### src/rtl/dz_scan_ctrl_if.sv
// Bus between the counter logic and the dot-matrix scan controller:
// digit/colour load on one side, matrix row/column drive on the other.
interface dz_scan_ctrl_if;
  logic [3:0] num;
  logic [1:0] color;
  logic       load;
  logic       blink;
  logic [7:0] row;
  logic [7:0] colr;
  logic [7:0] colg;
  logic       frame_start;

  modport master (
    output num, color, load, blink,
    input  row, colr, colg, frame_start
  );

  modport slave (
    input  num, color, load, blink,
    output row, colr, colg, frame_start
  );
endinterface

### src/rtl/dz_scan_ctrl.sv
// 8x8 bicolour dot-matrix row-scan controller with frame-synchronous glyph update.
// Optional blinking is built only when DZ_BLINK_EN is defined.
module dz_scan_ctrl #(
  parameter int SCAN_DIV       = 1000,
  parameter int BLINK_FRAMES   = 32,
  parameter bit ROW_ACTIVE_LOW = 1'b1
) (
  input logic           clk,
  input logic           rst_n,
  dz_scan_ctrl_if.slave bus
);

  localparam int         DIV_W    = $clog2(SCAN_DIV);
  localparam logic [7:0] ROW_IDLE = ROW_ACTIVE_LOW ? 8'hFF : 8'h00;

  typedef struct packed {
    logic [3:0] num;
    logic [1:0] color;
    logic       blink;
  } disp_t;

  logic [DIV_W-1:0] div_cnt, div_nxt;
  logic [2:0]       row_idx, row_nxt;
  logic             run;
  logic             div_end, frame_end, dark;
  disp_t            pend, pend_nxt, shadow, shadow_nxt;
  logic [7:0]       pattern, row_sel, row_pins, colr_nxt, colg_nxt;
  logic             show;

  function automatic logic [7:0] font_row(input logic [3:0] n, input logic [2:0] r);
    logic [63:0] g;
    int          idx;
    case (n)
      4'd0:    g = 64'h00_3C_42_42_42_42_42_3C;
      4'd1:    g = 64'h00_18_18_38_18_18_18_7E;
      4'd2:    g = 64'h00_3C_66_06_0C_30_60_7E;
      4'd3:    g = 64'h00_3C_66_06_1C_06_66_3C;
      4'd4:    g = 64'h00_0C_1C_2C_4C_7E_0C_0C;
      4'd5:    g = 64'h00_7E_60_7C_06_06_66_3C;
      4'd6:    g = 64'h00_3C_60_7C_66_66_66_3C;
      4'd7:    g = 64'h00_7E_06_0C_18_30_30_30;
      4'd8:    g = 64'h00_3C_66_66_3C_66_66_3C;
      4'd9:    g = 64'h00_3C_66_66_3E_06_06_3C;
      default: g = 64'h0;
    endcase
    idx = 63 - 8 * int'(r);
    return g[idx -: 8];
  endfunction

  // Outputs are registered from next-state counters so the pins track div_cnt/row_idx
  // with no visible lag; the first edge after reset only arms the scan.
  always_comb begin
    div_end    = run && (div_cnt == DIV_W'(SCAN_DIV - 1));
    frame_end  = div_end && (row_idx == 3'd7);
    div_nxt    = !run ? div_cnt : (div_end ? '0 : div_cnt + DIV_W'(1));
    row_nxt    = div_end ? row_idx + 3'd1 : row_idx;
    pend_nxt   = bus.load ? disp_t'{bus.num, bus.color, bus.blink} : pend;
    shadow_nxt = frame_end ? pend_nxt : shadow;
    pattern    = font_row(shadow_nxt.num, row_nxt);
    show       = !dark && (div_nxt != '0);
    row_sel    = 8'b1 << row_nxt;
    row_pins   = (div_nxt == '0) ? ROW_IDLE : (ROW_ACTIVE_LOW ? ~row_sel : row_sel);
    colr_nxt   = (show && shadow_nxt.color[0]) ? pattern : 8'h00;
    colg_nxt   = (show && shadow_nxt.color[1]) ? pattern : 8'h00;
  end

  always_ff @(posedge clk or negedge rst_n) begin
    if (!rst_n) begin
      div_cnt         <= '0;
      row_idx         <= '0;
      run             <= 1'b0;
      pend            <= '0;
      shadow          <= '0;
      bus.row         <= ROW_IDLE;
      bus.colr        <= 8'h00;
      bus.colg        <= 8'h00;
      bus.frame_start <= 1'b0;
    end else begin
      div_cnt         <= div_nxt;
      row_idx         <= row_nxt;
      run             <= 1'b1;
      pend            <= pend_nxt;
      shadow          <= shadow_nxt;
      bus.row         <= row_pins;
      bus.colr        <= colr_nxt;
      bus.colg        <= colg_nxt;
      bus.frame_start <= (div_nxt == '0) && (row_nxt == 3'd0);
    end
  end

`ifdef DZ_BLINK_EN
  localparam int FC_W = (BLINK_FRAMES > 1) ? $clog2(BLINK_FRAMES) : 1;

  logic [FC_W-1:0] frame_cnt;
  logic            phase, phase_nxt, cnt_wrap;

  always_comb begin
    cnt_wrap  = frame_end && (frame_cnt == FC_W'(BLINK_FRAMES - 1));
    phase_nxt = phase ^ cnt_wrap;
    dark      = shadow_nxt.blink && phase_nxt;
  end

  // Phase flips once every BLINK_FRAMES frames, giving the blink half-period.
  always_ff @(posedge clk or negedge rst_n) begin
    if (!rst_n) begin
      frame_cnt <= '0;
      phase     <= 1'b0;
    end else begin
      phase <= phase_nxt;
      if (frame_end)
        frame_cnt <= cnt_wrap ? '0 : frame_cnt + FC_W'(1);
    end
  end
`else
  logic unused_blink;

  assign dark         = 1'b0;
  assign unused_blink = shadow_nxt.blink ^ (BLINK_FRAMES > 0);
`endif

endmodule

### src/flat_wrapper.sv
// flat-port wrapper written by rule: the top's interface ports become plain ports
module dz_scan_ctrl_flat 
#(
  parameter int SCAN_DIV       = 1000,
  parameter int BLINK_FRAMES   = 32,
  parameter bit ROW_ACTIVE_LOW = 1'b1
)
  (clk, rst_n, bus_num, bus_color, bus_load, bus_blink, bus_row, bus_colr, bus_colg, bus_frame_start);
  dz_scan_ctrl_if bus_i ();
  input logic clk;
  input logic rst_n;
  input wire logic [$bits(bus_i.num)-1:0] bus_num;
  input wire logic [$bits(bus_i.color)-1:0] bus_color;
  input wire logic [$bits(bus_i.load)-1:0] bus_load;
  input wire logic [$bits(bus_i.blink)-1:0] bus_blink;
  output wire logic [$bits(bus_i.row)-1:0] bus_row;
  output wire logic [$bits(bus_i.colr)-1:0] bus_colr;
  output wire logic [$bits(bus_i.colg)-1:0] bus_colg;
  output wire logic [$bits(bus_i.frame_start)-1:0] bus_frame_start;
  assign bus_i.num = bus_num;
  assign bus_i.color = bus_color;
  assign bus_i.load = bus_load;
  assign bus_i.blink = bus_blink;
  assign bus_row = bus_i.row;
  assign bus_colr = bus_i.colr;
  assign bus_colg = bus_i.colg;
  assign bus_frame_start = bus_i.frame_start;
  dz_scan_ctrl #(.SCAN_DIV(SCAN_DIV), .BLINK_FRAMES(BLINK_FRAMES), .ROW_ACTIVE_LOW(ROW_ACTIVE_LOW)) u_core (.clk(clk), .rst_n(rst_n), .bus(bus_i));
endmodule
### config.mk
export PLATFORM = sky130hd
export DESIGN_NAME = dz_scan_ctrl_flat
export DESIGN_NICKNAME = d
export VERILOG_FILES = /design/src/rtl/dz_scan_ctrl_if.sv /design/src/rtl/dz_scan_ctrl.sv /design/src/flat_wrapper.sv
export SDC_FILE = /design/constraint.sdc
export NUM_CORES = 1
export LEC_CHECK = 0
export ABC_AREA = 1
export CAP_MARGIN = 10
export CELL_PAD_IN_SITES_DETAIL_PLACEMENT = 1
export CELL_PAD_IN_SITES_GLOBAL_PLACEMENT = 1
export CORE_MARGIN = 3
export CORE_UTILIZATION = 47
export DETAILED_ROUTE_END_ITERATION = 8
export DONT_BUFFER_PORTS = 1
export PLACE_DENSITY = 0.91
export SYNTH_ARGS = -nofsm -noshare
export SYNTH_HDL_FRONTEND = slang
export SYNTH_SLANG_ARGS = --single-unit
### constraint.sdc
create_clock -name clk -period 3.16 [get_ports clk]
set_input_delay 0.316 -clock clk [delete_from_list [all_inputs] [get_ports clk]]
set_output_delay 0.316 -clock clk [all_outputs]
set_load 0.02 [all_outputs]
==> out/summary.log <==
qor: grt.grt_pass1_wl 14.7 mm
qor: sta.achievable-frequency 347 MHz
qor: worst_setup_path.crit_buf_inv 2
qor: logic_synthesis.synth_cells 381
qor: grt.pin_count_of_the_biggest_net_entering_global_routing 48
qor: sta.rsz0062_at_grt false
qor: logic_synthesis.avgSynthCellArea 7.77 um^2
qor: floorplan.row_count 28
qor: placement.placement.cell_area 2990 um^2
qor: sta.hold_viol_final 0
qor: worst_setup_path.crit_chain ha_1 -> nand2_2 -> nor2_4 -> nand4_4 -> o21ai_4 -> inv_2 -> ha_1 -> inv_1 -> nand3_1 -> nand3_1 -> nand2_1 -> nand2_1 -> nand2_1 -> nand3_1 -> a21oi_2
qor: detailed_routing.post_drt_wl_per_cell 19.3 um
qor: sta.fin_worst_hold_slack 0.158 ns
qor: run.maxCapViolCount 0
qor: logic_synthesis.synthSimpleGateAreaFrac 0.361
qor: logic_synthesis.postSynthRegisterBits 47
qor: worst_setup_path.cell_type_of_the_slowest_stage_on_the_worst_timing_path dfrtp_1
qor: logic_synthesis.synth_top_family_by_area simple AND/OR/NAND/NOR gates
qor: logic_synthesis.synth.mux.area_fraction 0.00761
qor: grt.antenna_found_initial 0
qor: clocking.path_clk_slew 0.10 ns
qor: finish.fillers 759
qor: finish.layout.area.seq 1190 um^2
qor: floorplan.io_pins 35
qor: sta.headroom_to_the_max_slew_limit 0.624
qor: sta.setup-violations-final 0
qor: clocking.tritoncts done
qor: logic_synthesis.ys_seq_area_frac 0.401
qor: detailed_routing.dr.first_iter.drc_count 202
qor: worst_setup_path.crit_fanout 9
qor: placement.placed_cells_incl_taps 450
qor: logic_synthesis.synth_fa_ha_area_frac 0.0423
qor: finish.final-instance-count-excl-fill 460
qor: sta.final_period_minus_worst_setup_slack 2.88 ns
qor: clocking.cts.sink_count 47
qor: worst_setup_path.cpPeakStageDelay 0.42 ns
qor: finish.antennaDiodeCount 0
qor: worst_setup_path.worst_path_dominant_cell_family simple AND/OR/NAND/NOR gates
qor: floorplan.chipWidth 85.4 um
qor: worst_setup_path.timing_worst_setup_path_type register to register
qor: grt.gr-total-overflow 0
qor: clocking.clock_path_buffers 2
qor: sta.fin_crit_sh 0.913
qor: finish.flow.area_growth_from_synthesis 6.42%
qor: sta.setup-tns-final 0 ns
qor: clocking.post-cts-setup-buffer-count 0
qor: logic_synthesis.post_synthesis_xor_xnor_area_fraction 0.00296
qor: logic_synthesis.post_synth_instance_area 2960 um^2
qor: logic_synthesis.ys_warn_count 0
qor: clocking.tritoncts.num_buffers 5
qor: detailed_routing.via_cell_ratio 5.73
qor: detailed_routing.detailroute.via_count 2636
qor: clocking.cts_htree_levels 2
qor: floorplan.start_util 0.491
qor: sta.finClkSkew 0.0126 ns
qor: power_and_ir_drop.vdd_drop_max 267 uV
qor: finish.final_core_utilization 0.523
qor: finish.multi_input_comb_area 1490 um^2
qor: worst_setup_path.worstSetupStartpointType register
qor: floorplan.die_height 85.4 um
qor: placement.hpwl 6.08 mm
qor: sta.post-route-worst-setup-slack 0.276 ns
qor: worst_setup_path.end_kind register
qor: sta.tightest_slew 0.562 ns
qor: finish.num-nets-final 404
qor: grt.grt_util_all_layers 0.260
qor: worst_hold_path.classification_of_the_worst_slack_hold_path primary input to register
qor: clocking.clk_latency 0.31 ns
qor: finish.stdcell_area 3150 um^2
qor: power_and_ir_drop.total_leakage_power 1.54 nW
qor: detailed_routing.route.antenna.remaining_nets 0
qor: worst_setup_path.crit_required 3.35 ns
qor: power_and_ir_drop.power.density 454 nW/um^2
qor: placement.port-buffer-count 0
qor: detailed_routing.route.final.wire_length 8.90 mm
qor: logic_synthesis.synth_compound_gate_area_share 0.0795
qor: power_and_ir_drop.power 1.43 mW
qor: detailed_routing.drt_drc_violations_left 0
qor: finish.final_layout_size_suffix_gt1_frac 0.192
qor: outcome.status completed
qor: logic_synthesis.synth.lib_cells_used.distinct 39
qor: detailed_routing.detailedRoute.firstPassIterationCount 4
qor: worst_setup_path.worst_ep_arrival_time 3.08 ns
qor: sta.final-max-slew-violation-count 0
qor: grt.via_count_of_the_first_global_routing_pass 2906
qor: placement.place.gp.congestion 0.898
qor: placement.dpl_worst_slack 0.361 ns
qor: floorplan.floorplan.core_area 6030 um^2
qor: floorplan.floorplan.die_area 7290 um^2
qor: clocking.clock-root-buffer clkbuf_8
==> report_power, final <==
part | total, mW | leakage, nW | internal [mW] | switching [mW]
sequential | 0.711 | 0.581 | 0.653 | 0.0587
combinational | 0.259 | 0.904 | 0.0714 | 0.187
clock | 0.460 | 0.0548 | 0.239 | 0.222
==> cells in the final DEF (no fill, tap or decap), drive strengths merged <==
cell type	n
conb	5
nor3	3
nand2	120
a31oi	1
nand3	42
bufinv	2
mux2	2
clkbuf	5
clkinv	2
or2	1
o21ai	23
dfstp	8
clkinvlp	1
o21bai	1
dlygate4sd3	1
o211ai	1
or3	1
o31ai	1
nor2	43
dfrtp	39
xor2	1
inv	52
a21oi	7
o21a	1
buf	3
ha	10
nand4	9
==> cells in the mapped netlist <==
cell / count / area [um^2]
nand2_1: 105 / 394
inv_1: 43 / 161
dfrtp_1: 39 / 976
nand3_1: 39 / 195
nor2_1: 28 / 105
nand2_2: 12 / 75.1
ha_1: 10 / 125
nor2_2: 10 / 62.6
o21ai_0: 9 / 45.0
o21ai_1: 9 / 45.0
dfstp_2: 8 / 210
inv_2: 8 / 30.0
nand4_1: 8 / 50.1
a21oi_1: 5 / 25.0
nor2_4: 5 / 56.3
buf_4: 4 / 30.0
buf_6: 4 / 45.0
buf_2: 3 / 15.0
nand2_4: 3 / 33.8
o21ai_4: 3 / 48.8
a21oi_2: 2 / 17.5
clkinv_1: 2 / 7.51
conb_1: 2 / 7.51
mux2_2: 2 / 22.5
nand3_2: 2 / 20.0
nor3_2: 2 / 20.0
o21ai_2: 2 / 17.5
a31oi_1: 1 / 6.26
bufinv_8: 1 / 17.5
nand3_4: 1 / 17.5
nand4_4: 1 / 21.3
nor3_1: 1 / 5.00
o211ai_1: 1 / 7.51
o21a_1: 1 / 7.51
o21bai_1: 1 / 7.51
o31ai_1: 1 / 7.51
or2_2: 1 / 6.26
or3_1: 1 / 6.26
xor2_1: 1 / 8.76
==> layer usage <==
layer / vias up / wire (um) / GRT usage
li1: 1193 / - / -
met1: 1300 / 3640 / 0.326
met2: 115 / 4400 / 0.439
met3: 28 / 519 / 0.0340
met4: 0 / 341 / 0.129
met5: - / 0 / 0
==> worst paths after layout <==
check	startpoint	cells past startpoint	slack, ns	to
worst max-delay path	u_core.div_cnt[0]	15	0.28	u_core.bus.colg[4]
min in group asynchronous	rst_n	2	0.54	u_core.pend[2]
worst min-delay path	bus_load	2	0.16	u_core.pend[2]
worst max register to register	u_core.div_cnt[0]	15	0.28	u_core.bus.colg[4]
worst min register to register	u_core.pend[2]	2	0.50	u_core.pend[2]
max in group asynchronous	rst_n	2	2.36	u_core.bus.row[7]
==> state kept, by name, summed over array words and instances, names as in the netlist <==
register                flops
u_core.div_cnt             10
u_core.bus.row              8
u_core.bus.colg             6
u_core.bus.colr             6
u_core.pend                 6
u_core.shadow               6
u_core.row_idx              3
u_core.bus.frame_start      1
u_core.run                  1
==> layout make-up <==
type                            instances  area share
Multi-Input combinational cell        272       0.472
Tap cell                               75      0.0298
Timing Repair Buffer                    4      0.0167
Clock buffer                            5      0.0218
Inverter                               54      0.0687
Sequential cell                        47       0.376
Clock inverter                          3      0.0147
==> timing repair <==
item,CTS,global route
resized for setup,0,1
endpoints found under the hold margin,47,0
hold buffers,2,0
endpoints found under the setup margin,0,2
==> cell families (layout without fill, tap and decap cells) <==
| kind of cell | Yosys count | count (layout) |
|---|---|---|
| simple gates | 219 | 219 |
| buf+inv | 65 | 66 |
| flops | 47 | 47 |
| compound gates | 35 | 35 |
| fa+ha+maj | 10 | 10 |
| other cells | 2 | 5 |
| mux | 2 | 2 |
| xor+xnor | 1 | 1 |
No activity file was read; power rests on OpenSTA's default activity.
